$ cat config.mk
export PLATFORM = sky130hd
export DESIGN_NAME = mod_counter_ar_flat
export DESIGN_NICKNAME = d
export VERILOG_FILES = /design/src/rtl/mod_counter_ar_pkg.sv /design/src/rtl/mod_counter_ar_if.sv /design/src/rtl/mod_counter_ar_autorepeat.sv /design/src/rtl/mod_counter_ar.sv /design/src/flat_wrapper.sv
export SDC_FILE = /design/constraint.sdc
export NUM_CORES = 1
export LEC_CHECK = 0
export CAP_MARGIN = 5
export CORE_MARGIN = 2
export CORE_UTILIZATION = 65
export DETAILED_ROUTE_END_ITERATION = 10
export MAX_ROUTING_LAYER = met4
export PLACE_DENSITY = 0.86
export SYNTH_ARGS = -nofsm -noshare
export SYNTH_HDL_FRONTEND = slang
export SYNTH_SLANG_ARGS = --single-unit
$ cat constraint.sdc
create_clock -name clk -period 5.75 [get_ports clk]
set_input_delay 1.15 -clock clk [delete_from_list [all_inputs] [get_ports clk]]
set_output_delay 1.15 -clock clk [all_outputs]
set_load 0.02 [all_outputs]
$ cat src/rtl/mod_counter_ar_pkg.sv
// rtl/mod_counter_ar_pkg.sv - shared types and constants for the time-digit counter
// Purpose: auto-repeat FSM state type, default button timing for a 50 MHz
//          clock, and the standard modulos of the clock datapath stages.
// Ports:   none (package).
// Config:  MOD_COUNTER_BCD_OUT_EN is not used here.
package mod_counter_ar_pkg;

  typedef enum logic [1:0] {
    IDLE   = 2'd0,
    HOLD   = 2'd1,
    REPEAT = 2'd2
  } rpt_state_t;

  // Button timing at 50 MHz: 1 s before auto-repeat, then 5 steps per second.
  localparam int HOLD_CYCLES_50MHZ   = 50_000_000;
  localparam int REPEAT_CYCLES_50MHZ = 10_000_000;

  localparam int SEC_MOD  = 60;
  localparam int MIN_MOD  = 60;
  localparam int HOUR_MOD = 24;

endpackage

$ cat src/rtl/mod_counter_ar_if.sv
// rtl/mod_counter_ar_if.sv - control/status bundle of one counter stage
// Purpose: groups the stage controls (set mode, buttons, tick, load) and the
//          stage outputs (count, carry/borrow, at_zero, optional BCD digits).
// Ports:   master drives ctrl_set, inc, dec, tick_in, count_down, load,
//          load_val and observes count, carry_out, borrow_out, at_zero,
//          bcd_tens/bcd_ones; slave is the counter side.
// Config:  MOD_COUNTER_BCD_OUT_EN adds bcd_tens/bcd_ones.
interface mod_counter_ar_if #(
  parameter int WIDTH = 6
);

  logic             ctrl_set;
  logic             inc;
  logic             dec;
  logic             tick_in;
  logic             count_down;
  logic             load;
  logic [WIDTH-1:0] load_val;
  logic [WIDTH-1:0] count;
  logic             carry_out;
  logic             borrow_out;
  logic             at_zero;
`ifdef MOD_COUNTER_BCD_OUT_EN
  logic [3:0]       bcd_tens;
  logic [3:0]       bcd_ones;
`endif

  modport master (
    output ctrl_set, inc, dec, tick_in, count_down, load, load_val,
`ifdef MOD_COUNTER_BCD_OUT_EN
    input  bcd_tens, bcd_ones,
`endif
    input  count, carry_out, borrow_out, at_zero
  );

  modport slave (
    input  ctrl_set, inc, dec, tick_in, count_down, load, load_val,
`ifdef MOD_COUNTER_BCD_OUT_EN
    output bcd_tens, bcd_ones,
`endif
    output count, carry_out, borrow_out, at_zero
  );

endinterface

$ cat src/rtl/mod_counter_ar_autorepeat.sv
// rtl/mod_counter_ar_autorepeat.sv - press/hold/repeat step generator for one button
// Purpose: one step on the press, one more after HOLD_CYCLES of holding, then
//          one every REPEAT_CYCLES while the button stays down.
// Ports:   clk, rst_n (async, active-low); en (set mode and not blocked);
//          btn (level, debounced); step (one-cycle pulse, combinational).
// Config:  MOD_COUNTER_BCD_OUT_EN is not used here.
module btn_autorepeat
  import mod_counter_ar_pkg::*;
#(
  parameter int HOLD_CYCLES   = HOLD_CYCLES_50MHZ,
  parameter int REPEAT_CYCLES = REPEAT_CYCLES_50MHZ
) (
  input  logic clk,
  input  logic rst_n,
  input  logic en,
  input  logic btn,
  output logic step
);

  localparam int MAX_CYC = (HOLD_CYCLES > REPEAT_CYCLES) ? HOLD_CYCLES : REPEAT_CYCLES;
  localparam int TW      = (MAX_CYC > 1) ? $clog2(MAX_CYC) : 1;
  localparam logic [TW-1:0] HOLD_LAST   = TW'(HOLD_CYCLES - 1);
  localparam logic [TW-1:0] REPEAT_LAST = TW'(REPEAT_CYCLES - 1);

  rpt_state_t    r_state;
  rpt_state_t    w_state_nxt;
  logic [TW-1:0] r_timer;
  logic [TW-1:0] w_timer_nxt;
  logic          r_btn_q;
  logic          w_rise;

  // r_btn_q resets high so a button held through reset is not seen as a press.
  assign w_rise = btn & ~r_btn_q;

  always_ff @(posedge clk or negedge rst_n) begin
    if (!rst_n) begin
      r_state <= IDLE;
      r_timer <= '0;
      r_btn_q <= 1'b1;
    end else begin
      r_state <= w_state_nxt;
      r_timer <= w_timer_nxt;
      r_btn_q <= btn;
    end
  end

  always_comb begin
    w_state_nxt = r_state;
    w_timer_nxt = r_timer;
    step        = 1'b0;
    if (!en || !btn) begin
      w_state_nxt = IDLE;
      w_timer_nxt = '0;
    end else begin
      case (r_state)
        IDLE: begin
          if (w_rise) begin
            step        = 1'b1;
            w_state_nxt = HOLD;
            w_timer_nxt = '0;
          end
        end
        HOLD: begin
          if (r_timer == HOLD_LAST) begin
            step        = 1'b1;
            w_state_nxt = REPEAT;
            w_timer_nxt = '0;
          end else begin
            w_timer_nxt = r_timer + TW'(1);
          end
        end
        REPEAT: begin
          if (r_timer == REPEAT_LAST) begin
            step        = 1'b1;
            w_timer_nxt = '0;
          end else begin
            w_timer_nxt = r_timer + TW'(1);
          end
        end
        default: begin
          w_state_nxt = IDLE;
          w_timer_nxt = '0;
        end
      endcase
    end
  end

endmodule

$ cat src/rtl/mod_counter_ar.sv
// rtl/mod_counter_ar.sv - modulo-N up/down time digit with load and button auto-repeat
// Purpose: one cascadable stage of the clock datapath (sec/min/hour/...).
// Ports:   clk, rst_n (async, active-low); bus (slave): ctrl_set, inc, dec,
//          tick_in, count_down, load, load_val in; count, at_zero (registered),
//          carry_out, borrow_out (combinational), bcd_tens/bcd_ones out.
// Config:  MOD_COUNTER_BCD_OUT_EN enables registered BCD digits (MODULO <= 100).
module mod_counter_ar
  import mod_counter_ar_pkg::*;
#(
  parameter int MODULO        = SEC_MOD,
  parameter int WIDTH         = $clog2(MODULO),
  parameter int HOLD_CYCLES   = HOLD_CYCLES_50MHZ,
  parameter int REPEAT_CYCLES = REPEAT_CYCLES_50MHZ
) (
  input  logic            clk,
  input  logic            rst_n,
  mod_counter_ar_if.slave bus
);

  localparam logic [WIDTH-1:0] MAX_VAL = WIDTH'(MODULO - 1);

  logic [WIDTH-1:0] r_count;
  logic [WIDTH-1:0] w_count_nxt;
  logic [WIDTH-1:0] w_count_inc;
  logic [WIDTH-1:0] w_count_dec;
  logic             r_at_zero;
  logic             r_block;
  logic             w_both;
  logic             w_en;
  logic             w_inc_step;
  logic             w_dec_step;
  logic             w_tick;

  // Both buttons down locks out stepping until both are back up, so releasing
  // just one of them never produces a stray step.
  assign w_both = bus.inc & bus.dec;
  assign w_en   = bus.ctrl_set & ~w_both & ~r_block;

  always_ff @(posedge clk or negedge rst_n) begin
    if (!rst_n) begin
      r_block <= 1'b0;
    end else if (w_both) begin
      r_block <= 1'b1;
    end else if (!bus.inc && !bus.dec) begin
      r_block <= 1'b0;
    end
  end

  btn_autorepeat #(
    .HOLD_CYCLES  (HOLD_CYCLES),
    .REPEAT_CYCLES(REPEAT_CYCLES)
  ) u_inc_rpt (
    .clk  (clk),
    .rst_n(rst_n),
    .en   (w_en),
    .btn  (bus.inc),
    .step (w_inc_step)
  );

  btn_autorepeat #(
    .HOLD_CYCLES  (HOLD_CYCLES),
    .REPEAT_CYCLES(REPEAT_CYCLES)
  ) u_dec_rpt (
    .clk  (clk),
    .rst_n(rst_n),
    .en   (w_en),
    .btn  (bus.dec),
    .step (w_dec_step)
  );

  assign w_tick      = bus.tick_in & ~bus.ctrl_set;
  assign w_count_inc = (r_count == MAX_VAL) ? '0 : r_count + WIDTH'(1);
  assign w_count_dec = (r_count == '0) ? MAX_VAL : r_count - WIDTH'(1);

  always_comb begin
    w_count_nxt = r_count;
    if (bus.load) begin
      w_count_nxt = (bus.load_val > MAX_VAL) ? MAX_VAL : bus.load_val;
    end else if (w_inc_step) begin
      w_count_nxt = w_count_inc;
    end else if (w_dec_step) begin
      w_count_nxt = w_count_dec;
    end else if (w_tick) begin
      w_count_nxt = bus.count_down ? w_count_dec : w_count_inc;
    end
  end

  always_ff @(posedge clk or negedge rst_n) begin
    if (!rst_n) begin
      r_count   <= '0;
      r_at_zero <= 1'b1;
    end else begin
      r_count   <= w_count_nxt;
      r_at_zero <= (w_count_nxt == '0);
    end
  end

  assign bus.count      = r_count;
  assign bus.at_zero    = r_at_zero;
  assign bus.carry_out  = w_tick & ~bus.load & ~bus.count_down & (r_count == MAX_VAL);
  assign bus.borrow_out = w_tick & ~bus.load & bus.count_down & (r_count == '0);

`ifdef MOD_COUNTER_BCD_OUT_EN
  logic [3:0] r_bcd_tens;
  logic [3:0] r_bcd_ones;

  // Digits come from the next count so they change on the same edge as count.
  always_ff @(posedge clk or negedge rst_n) begin
    if (!rst_n) begin
      r_bcd_tens <= '0;
      r_bcd_ones <= '0;
    end else begin
      r_bcd_tens <= 4'(int'(w_count_nxt) / 10);
      r_bcd_ones <= 4'(int'(w_count_nxt) % 10);
    end
  end

  assign bus.bcd_tens = r_bcd_tens;
  assign bus.bcd_ones = r_bcd_ones;
`endif

endmodule

$ cat src/flat_wrapper.sv
// flat-port wrapper written by rule: the top's interface ports become plain ports
module mod_counter_ar_flat import mod_counter_ar_pkg::*;
#(
  parameter int MODULO        = SEC_MOD,
  parameter int WIDTH         = $clog2(MODULO),
  parameter int HOLD_CYCLES   = HOLD_CYCLES_50MHZ,
  parameter int REPEAT_CYCLES = REPEAT_CYCLES_50MHZ
)
  (clk, rst_n, bus_ctrl_set, bus_inc, bus_dec, bus_tick_in, bus_count_down, bus_load, bus_load_val, bus_count, bus_carry_out, bus_borrow_out, bus_at_zero);
  mod_counter_ar_if #(.WIDTH(WIDTH)) bus_i ();
  input  logic clk;
  input  logic rst_n;
  input wire logic [$bits(bus_i.ctrl_set)-1:0] bus_ctrl_set;
  input wire logic [$bits(bus_i.inc)-1:0] bus_inc;
  input wire logic [$bits(bus_i.dec)-1:0] bus_dec;
  input wire logic [$bits(bus_i.tick_in)-1:0] bus_tick_in;
  input wire logic [$bits(bus_i.count_down)-1:0] bus_count_down;
  input wire logic [$bits(bus_i.load)-1:0] bus_load;
  input wire logic [$bits(bus_i.load_val)-1:0] bus_load_val;
  output wire logic [$bits(bus_i.count)-1:0] bus_count;
  output wire logic [$bits(bus_i.carry_out)-1:0] bus_carry_out;
  output wire logic [$bits(bus_i.borrow_out)-1:0] bus_borrow_out;
  output wire logic [$bits(bus_i.at_zero)-1:0] bus_at_zero;
  assign bus_i.ctrl_set = bus_ctrl_set;
  assign bus_i.inc = bus_inc;
  assign bus_i.dec = bus_dec;
  assign bus_i.tick_in = bus_tick_in;
  assign bus_i.count_down = bus_count_down;
  assign bus_i.load = bus_load;
  assign bus_i.load_val = bus_load_val;
  assign bus_count = bus_i.count;
  assign bus_carry_out = bus_i.carry_out;
  assign bus_borrow_out = bus_i.borrow_out;
  assign bus_at_zero = bus_i.at_zero;
  mod_counter_ar #(.MODULO(MODULO), .WIDTH(WIDTH), .HOLD_CYCLES(HOLD_CYCLES), .REPEAT_CYCLES(REPEAT_CYCLES)) u_core (.clk(clk), .rst_n(rst_n), .bus(bus_i));
endmodule
==> Yosys cells after proc, flatten, opt, wreduce, memory -nomap -nowiden <==
Cells that the tools add are included.
{ "totals": {"output_inout_bits": 9, "register_bits": 66, "word_cells": 98} }
{ "op_classes": {"reduce_logical": 13, "eq_ne": 15, "mux": 38, "add_sub_neg": 4, "n_lt_le_gt_ge": 1, "n_bitwise": 18} }
{ "op_table": {"columns": ["op", "count"], "rows": [
  ["$mux W26", 8],
  ["$pmux W26 S3", 2],
  ["$add A26 B1 Y26 const B", 2],
  ["$eq A26 B24 Y1 const B", 2],
  ["$eq A26 B26 Y1 const B", 2],
  ["$mux W6", 8],
  ["$logic_not A6 Y1", 2],
  ["$mux W2", 6],
  ["$ne A3 B3 Y1 const B", 4],
  ["$pmux W2 S3", 2],
  ["$and A1 B1 Y1", 11],
  ["$mux W1", 10],
  ["$not A1 Y1", 7],
  ["$add A6 B1 Y6 const B", 1],
  ["$eq A6 B6 Y1 const B", 1],
  ["$gt A6 B6 Y1 const B", 1],
  ["$pmux W1 S3", 2],
  ["$reduce_and A3 Y1", 2],
  ["$sub A6 B1 Y6 const B", 1],
  ["$eq A2 B1 Y1 const B", 2],
  ["$eq A2 B2 Y1 const B", 2],
  ["$logic_not A2 Y1", 2],
  ["$ne A2 B2 Y1 const B", 2],
  ["$logic_not A1 Y1", 3],
  ["other kinds (3)", 4]
]} }

==> Logic depth before layout (Yosys ltp) <==
Gate-level depths: netlist (run 1).
{ "depth": {"ltp_word": 11, "depth_mapped": 10, "ltp_nobuf": 9} }

==> Modules after synthesis <==
Synthesis (run 1) repeated with hierarchy kept, for this count alone.
{ "unflattened": {"hier_cells": 464, "hier_area_um2": 4254.1} }
{ "by_module_without_submodules": {"columns": ["module", "cells_per_inst", "instances", "area_each_um2"], "rows": [
  ["btn_autorepeat", 185, 2, 1731.7],
  ["mod_counter_ar", 94, 1, 790.8]
]} }

==> Least setup slack after synthesis (run 1) <==
No wires, ideal clock.
{ "synth_timing": {"path_kind": "input-to-output", "from": "input bus_tick_in", "to": "output bus_borrow_out", "t_arrival_ns": 2.065, "path_slack_ns": 2.535, "path_stages": 3, "t_required_ns": 4.600, "path_cell_list": "nor2b_1 nand2_1 nor3_1"} }
{ "synth_via": {"elab_chain_cells": 4} }
{ "synth_rtl": {"columns": ["element", "line_no", "source"], "rows": [
  ["from (decl)", "flat_wrapper.sv:16", "input wire logic [$bits(bus_i.tick_in)-1:0] bus_tick_in;"],
  ["$and A1 B1 Y1", "mod_counter_ar.sv:71", "assign w_tick = bus.tick_in & ~bus.ctrl_set;"],
  ["$and A1 B1 Y1 (3 in a row)", "mod_counter_ar.sv:101", "assign bus.borrow_out = w_tick & ~bus.load & bus.count_down & (r_count == '0);"],
  ["to (decl)", "flat_wrapper.sv:22", "output wire logic [$bits(bus_i.borrow_out)-1:0] bus_borrow_out;"]
]} }
Every way passes these cells.

==> Worst setup path in the final report (run 1) <==
Ends and elaborated chain as after synthesis.

==> metrics.yaml, run 1 <==
cts_setup_buffers: 0
routed_wl_mm: 9.35
cts_tree: "built"
synth_top_family_by_area: "simple AND/OR/NAND/NOR gates"
cp_data_arrival_time_ns: 3.01
syn_to_final_growth_pct: 11.9
p_leak_nw: 1.94
fp.dieArea_sq_um: 7120
critPathMaxFanout: 6
num_rows: 29
synthesis.area_sq_um: 4200
synth_top_cell_by_area: "dfrtp_1"
synth.net_count: 517
crit_type: "in -> out"
yosysUniqueCellTypes: 54
grt_max_degree: 67
htree_levels: 3
track_usage_pct: 28.5
cts_sinks: 66
total_power_mw: 1.11
postSynthCellCount: 488
synth_area_leaders: "dfrtp_1 38%, o21ai_0 6.2%, nand2_1 5.1%"
ant_nets: 0
drc: 0
hold_path_class: "reg -> reg"
period_share_pct: 72.4
start_kind: "primary input"
hold_viol_final: 0
drt_iter0_drc: 325
clk_latency_ns: 0.35
relSlewSlack_pct: 34.3
powerDensity_nw_per_um2: 235
grt_overflow_total: 0
skew_ns: 0.0146
ys_ff_latch: 66
crit_path_end_kind: "output pin"
synth_warnings: 0
wire_per_inst_um: 15.8
die_h_um: 84.4
numCtsBuffers: 9
grt_pass1_wl_mm: 16.1
synth_edf_count: 0
tns_ns: 0
antenna_found_initial: 0
synthMuxAreaShare_pct: 1.01
tightest_slew_ns: 0.981
synth_compound_area_share_pct: 17.0
yosys.area_share.simple_pct: 30.0
drive_above_1_share_pct: 6.81
dr.pass1.iters: 5
core_area_sq_um: 6310
ir_drop_mv: 0.176
yosysSeqAreaShare_pct: 39.4
cts_buffer_depth: 2
vias: 3675
avgSynthCellArea_sq_um: 8.61
utilization_pct: 74.5
synthFlopType: "dfrtp_1"
critical_path_required_ns: 4.60
synth_xor_area_share_pct: 5.42
drv_slew: 0
synth_top_area_share_pct: 37.5
avgViaCountPerCell: 6.22
rsz0062_at_grt: "false"
port_buffers: 22
synthAdderAreaFrac_pct: 4.47
outcome: "completed"
async_reset_ff_share_pct: 100
grt_pass1_vias: 3467
period_minus_slack_ns: 4.16
cts.clk_slew.worst_paths_ns: 0.07
ios: 23
start_util_pct: 66.5
ctsHoldBuffers: 0
yosys-top-cells-count: "63 x dfrtp_1, 57 x nand2_1, 52 x o21ai_0, 42 x nor2_1, 31 x nand3_1"
die_w_um: 84.4
setup_viol: 0
cts_resized: 0
dp_hpwl_mm: 6.71
gp_congestion: 0.966
antennaDiodeCount: 0
fmax_mhz: 240
cts-root-buf: "clkbuf_8"
nets: 538
synth.most_common_cell: "dfrtp_1"
maxCapViolations: 0
## stage by stage
stage                     area, sq um  instances  setup WS, ns  hold WS [ns]
final                            4700        591          1.59         0.508
after floorplan                  4200        488          2.53         0.460
after detailed placement         4480        575          1.59         0.494
after CTS                        4700        591          1.59         0.508
after global placement           4480        575          1.62         0.489
after global routing             4700        591          1.40         0.557
## layout make-up
class / count / area, sq um
well taps: 77 / 96.3
flip-flops and latches: 66 / 1660
inverters: 14 / 52.6
clock inverters: 5 / 85.1
multi-input cells: 393 / 2430
clock buffers: 11 / 141
fillers: 473 / 1610
repair buffers: 25 / 238
## layout by cell type (no fill, tap or decap), drive strengths merged, types with 5 or more instances in the layout
cell type / count
xor2: 20
nor2: 42
nand3: 31
nor2b: 11
inv: 15
a31oi: 6
clkbuf: 11
or3: 7
nand2b: 21
o21ai: 58
ha: 15
nor3: 12
and2: 6
dfrtp: 63
o31ai: 9
xnor2: 6
clkdlybuf4s50: 21
nand2: 57
nand4: 10
o211ai: 5
a21oi: 18
and3: 17
## critical path, stage by stage
cell and delay [ns]:
clkdlybuf4s50_1 0.47, nor2b_1 0.35, nand2_1 0.19, nor3_1 0.21, clkdlybuf4s50_1 0.64
## cells by family (layout without fill, tap and decap cells)
| logic type | Yosys count | count (layout) |
|---|---|---|
| compound gates | 114 | 114 |
| xor+xnor | 26 | 26 |
| fa+ha+maj | 15 | 15 |
| buf+inv | 29 | 55 |
| flops | 66 | 66 |
| mux | 4 | 4 |
| simple gates | 234 | 234 |
## sequential cells by signal, indices dropped and copies added (netlist names)
register	cells
u_core.bus.at_zero	1
u_core.u_inc_rpt.r_btn_q	1
u_core.u_dec_rpt.r_btn_q	1
u_core.u_inc_rpt.r_timer	26
u_core.bus.count	6
u_core.r_block	1
u_core.u_dec_rpt.r_state	2
u_core.u_dec_rpt.r_timer	26
u_core.u_inc_rpt.r_state	2
## power by group
| group | internal, mW | switching (mW) | total, mW |
|---|---|---|---|
| clock network | 0.258 | 0.187 | 0.445 |
| logic | 0.0672 | 0.0927 | 0.160 |
| registers | 0.474 | 0.0259 | 0.500 |
| total | 0.800 | 0.305 | 1.11 |
## path summary, 6_finish.rpt
path	start	to	slack (ns)	depth (start not counted)
setup / recovery	bus_tick_in	bus_borrow_out	1.59	5
hold / removal	u_core.u_inc_rpt.r_timer[3]	u_core.u_inc_rpt.r_timer[3]	0.51	1
setup reg to reg	u_core.u_dec_rpt.r_timer[16]	u_core.u_dec_rpt.r_timer[12]	2.90	7
hold reg to reg	u_core.u_inc_rpt.r_timer[3]	u_core.u_inc_rpt.r_timer[3]	0.51	1
max in group asynchronous	rst_n	u_core.u_inc_rpt.r_timer[12]	4.24	2
min in group asynchronous	rst_n	u_core.u_dec_rpt.r_timer[6]	0.96	2
## per-layer routing
layer	part of all wire, %	GRT usage [%]	vias up
met3	5.0	4.62	14
li1	-	-	1802
met5	0	-	-
met1	46	39.2	1750
met2	48	44.9	109
met4	1.1	7.07	0
Power figures use the tool's default switching activity.
==> inputs of run 2 (changes only) <==
--- a/config.mk
+++ b/config.mk
@@ -7,10 +7,10 @@
 export LEC_CHECK = 0
 export CAP_MARGIN = 5
 export CORE_MARGIN = 2
-export CORE_UTILIZATION = 65
+export CORE_UTILIZATION = 60
 export DETAILED_ROUTE_END_ITERATION = 10
 export MAX_ROUTING_LAYER = met4
-export PLACE_DENSITY = 0.86
+export PLACE_DENSITY = 0.8
 export SYNTH_ARGS = -nofsm -noshare
 export SYNTH_HDL_FRONTEND = slang
 export SYNTH_SLANG_ARGS = --single-unit
==> constraint.sdc (replaced) <==
create_clock -name clk -period 4 [get_ports clk]
set_input_delay 0.8 -clock clk [delete_from_list [all_inputs] [get_ports clk]]
set_output_delay 0.8 -clock clk [all_outputs]
set_load 0.02 [all_outputs]
==> metrics.yaml, run 2 (synthesized netlist as in run 1, its figures left out) <==
critical_path_required_ns: 3.20  # was 4.60 ns
dp_hpwl_mm: 6.72  # was 6.71 mm
placedCellCount: 599  # was 575
grt_pass1_vias: 3426  # was 3467
wire_per_inst_um: 15.1  # was 15.8 um
hold_path_class: "reg -> reg"  # unchanged
routed_wl_mm: 9.26  # was 9.35 mm
grt_pass1_wl_mm: 15.8  # was 16.1 mm
cts-root-buf: "clkbuf_8"  # unchanged
ir_drop_mv: 0.246  # was 0.176 mV
die_w_um: 87.7  # was 84.4 um
final_cell_mix: "63 x dfrtp_1, 57 x nand2_1, 52 x o21ai_0"  # unchanged
total_power_mw: 1.52  # was 1.11 mW
cp_slowest_stage_delay_ns: 0.64  # about the same
rsz0062_at_grt: "false"  # unchanged
start_util_pct: 61.8  # was 66.5%
skew_ns: 0.0127  # was 0.0146 ns
avgViaCountPerCell: 6.00  # was 6.22
setup_viol: 0  # unchanged
crit_type: "in -> out"  # unchanged
p_leak_nw: 1.95  # was 1.94 nW
utilization_pct: 69.7  # was 74.5%
fin_area_sq_um: 4740  # was 4700 sq um
drive_above_1_share_pct: 7.90  # was 6.81%
cts_sinks: 66  # unchanged
critPathMaxFanout: 6  # unchanged
drt_iter0_drc: 208  # was 325
drc: 0  # unchanged
gp_congestion: 0.973  # was 0.966
antenna_found_initial: 0  # unchanged
grt_overflow_total: 0  # unchanged
num_rows: 30  # was 29
ctsHoldBuffers: 0  # unchanged
period_share_pct: 88.4
maxCapViolations: 0  # unchanged
cts.clk_slew.worst_paths_ns: 0.07  # about the same
setup_slack_ns: 0.464  # was 1.59 ns
ios: 23  # unchanged
syn_to_final_growth_pct: 12.7  # was 11.9%
finalHoldWorstSlack_ns: 0.515  # was 0.508 ns
htree_levels: 3  # unchanged
clk_latency_ns: 0.36  # was 0.35 ns
placed_cell_area_sq_um: 4540  # was 4480 sq um
drv_slew: 0  # unchanged
path_cells: "clkdlybuf4s50_1 > nor2b_1 > nand2_1 > nor3_1 > clkdlybuf4s50_1"  # unchanged
cts_setup_buffers: 0  # unchanged
cts_buffer_depth: 2  # unchanged
antennaDiodeCount: 0  # unchanged
nets: 543  # was 538
fmax_mhz: 283
numCtsBuffers: 9  # unchanged
port_buffers: 22  # unchanged
period_minus_slack_ns: 3.54
instances_no_fill: 615  # was 591
grt_max_degree: 50  # was 67
fp.dieArea_sq_um: 7690  # was 7120 sq um
start_kind: "primary input"  # unchanged
cp_slowest_cell: "clkdlybuf4s50_1"  # unchanged
tightest_slew_ns: 1.07  # was 0.981 ns
post-place-ws_ns: 0.522  # was 1.59 ns
tns_ns: 0  # unchanged
vias: 3689  # was 3675
hold_viol_final: 0  # unchanged
mostFrequentLayoutCell: "dfrtp_1"  # unchanged
crit_path_end_kind: "output pin"  # unchanged
relSlewSlack_pct: 28.7  # was 34.3%
cp_common_cell: "clkdlybuf4s50_1"  # unchanged
core_area_sq_um: 6790  # was 6310 sq um
cts_tree: "built"  # unchanged
track_usage_pct: 26.7  # was 28.5%
powerDensity_nw_per_um2: 321  # was 235 nW/um^2
cp_data_arrival_time_ns: 2.74  # was 3.01 ns
outcome: "completed"  # unchanged
die_h_um: 87.7  # was 84.4 um
cts_resized: 0  # unchanged
dr.pass1.iters: 5  # unchanged
ant_nets: 0  # unchanged
run 2: worst paths after layout:
path,startpoint,to,slack (ns),cells after the start
worst max-delay path,bus_tick_in,bus_borrow_out,0.46,5
worst max register to register,u_core.u_dec_rpt.r_timer[0],u_core.bus.at_zero,1.32,9
worst min register to register,u_core.u_inc_rpt.r_timer[25],u_core.u_inc_rpt.r_timer[25],0.52,1
worst min-delay path,u_core.u_inc_rpt.r_timer[25],u_core.u_inc_rpt.r_timer[25],0.52,1
max in group asynchronous,rst_n,u_core.u_inc_rpt.r_timer[5],2.51,2
min in group asynchronous,rst_n,u_core.u_dec_rpt.r_timer[4],0.63,1
run 2: area by class of cell:
type | instances | area, sq um
multi-input combinational | 393 | 2430
fill | 532 | 2060
inverter | 14 | 52.6
timing repair buffer | 30 | 275
sequential | 66 | 1660
clock buffer | 9 | 124
clock inverter | 7 | 76.3
tap | 96 | 120
run 2: layer usage:
metal	share of wire, %	up-vias	global-route usage (%)	routed length, um
met5	0	-	-	0
met4	1.7	0	9.09	161
met3	4.4	20	5.56	411
met2	47	92	41.1	4310
met1	47	1770	35.2	4370
li1	-	1807	-	-
run 2: report_power, final:
part / switching (mW) / internal [mW]
Sequential: 0.0362 / 0.681
Clock: 0.283 / 0.292
Combinational: 0.131 / 0.0987
run 2: worst max-delay path, delay by kind of cell:
kind          cells  cell delay, ns
buf+inv           2            1.11
simple gates      3            0.83
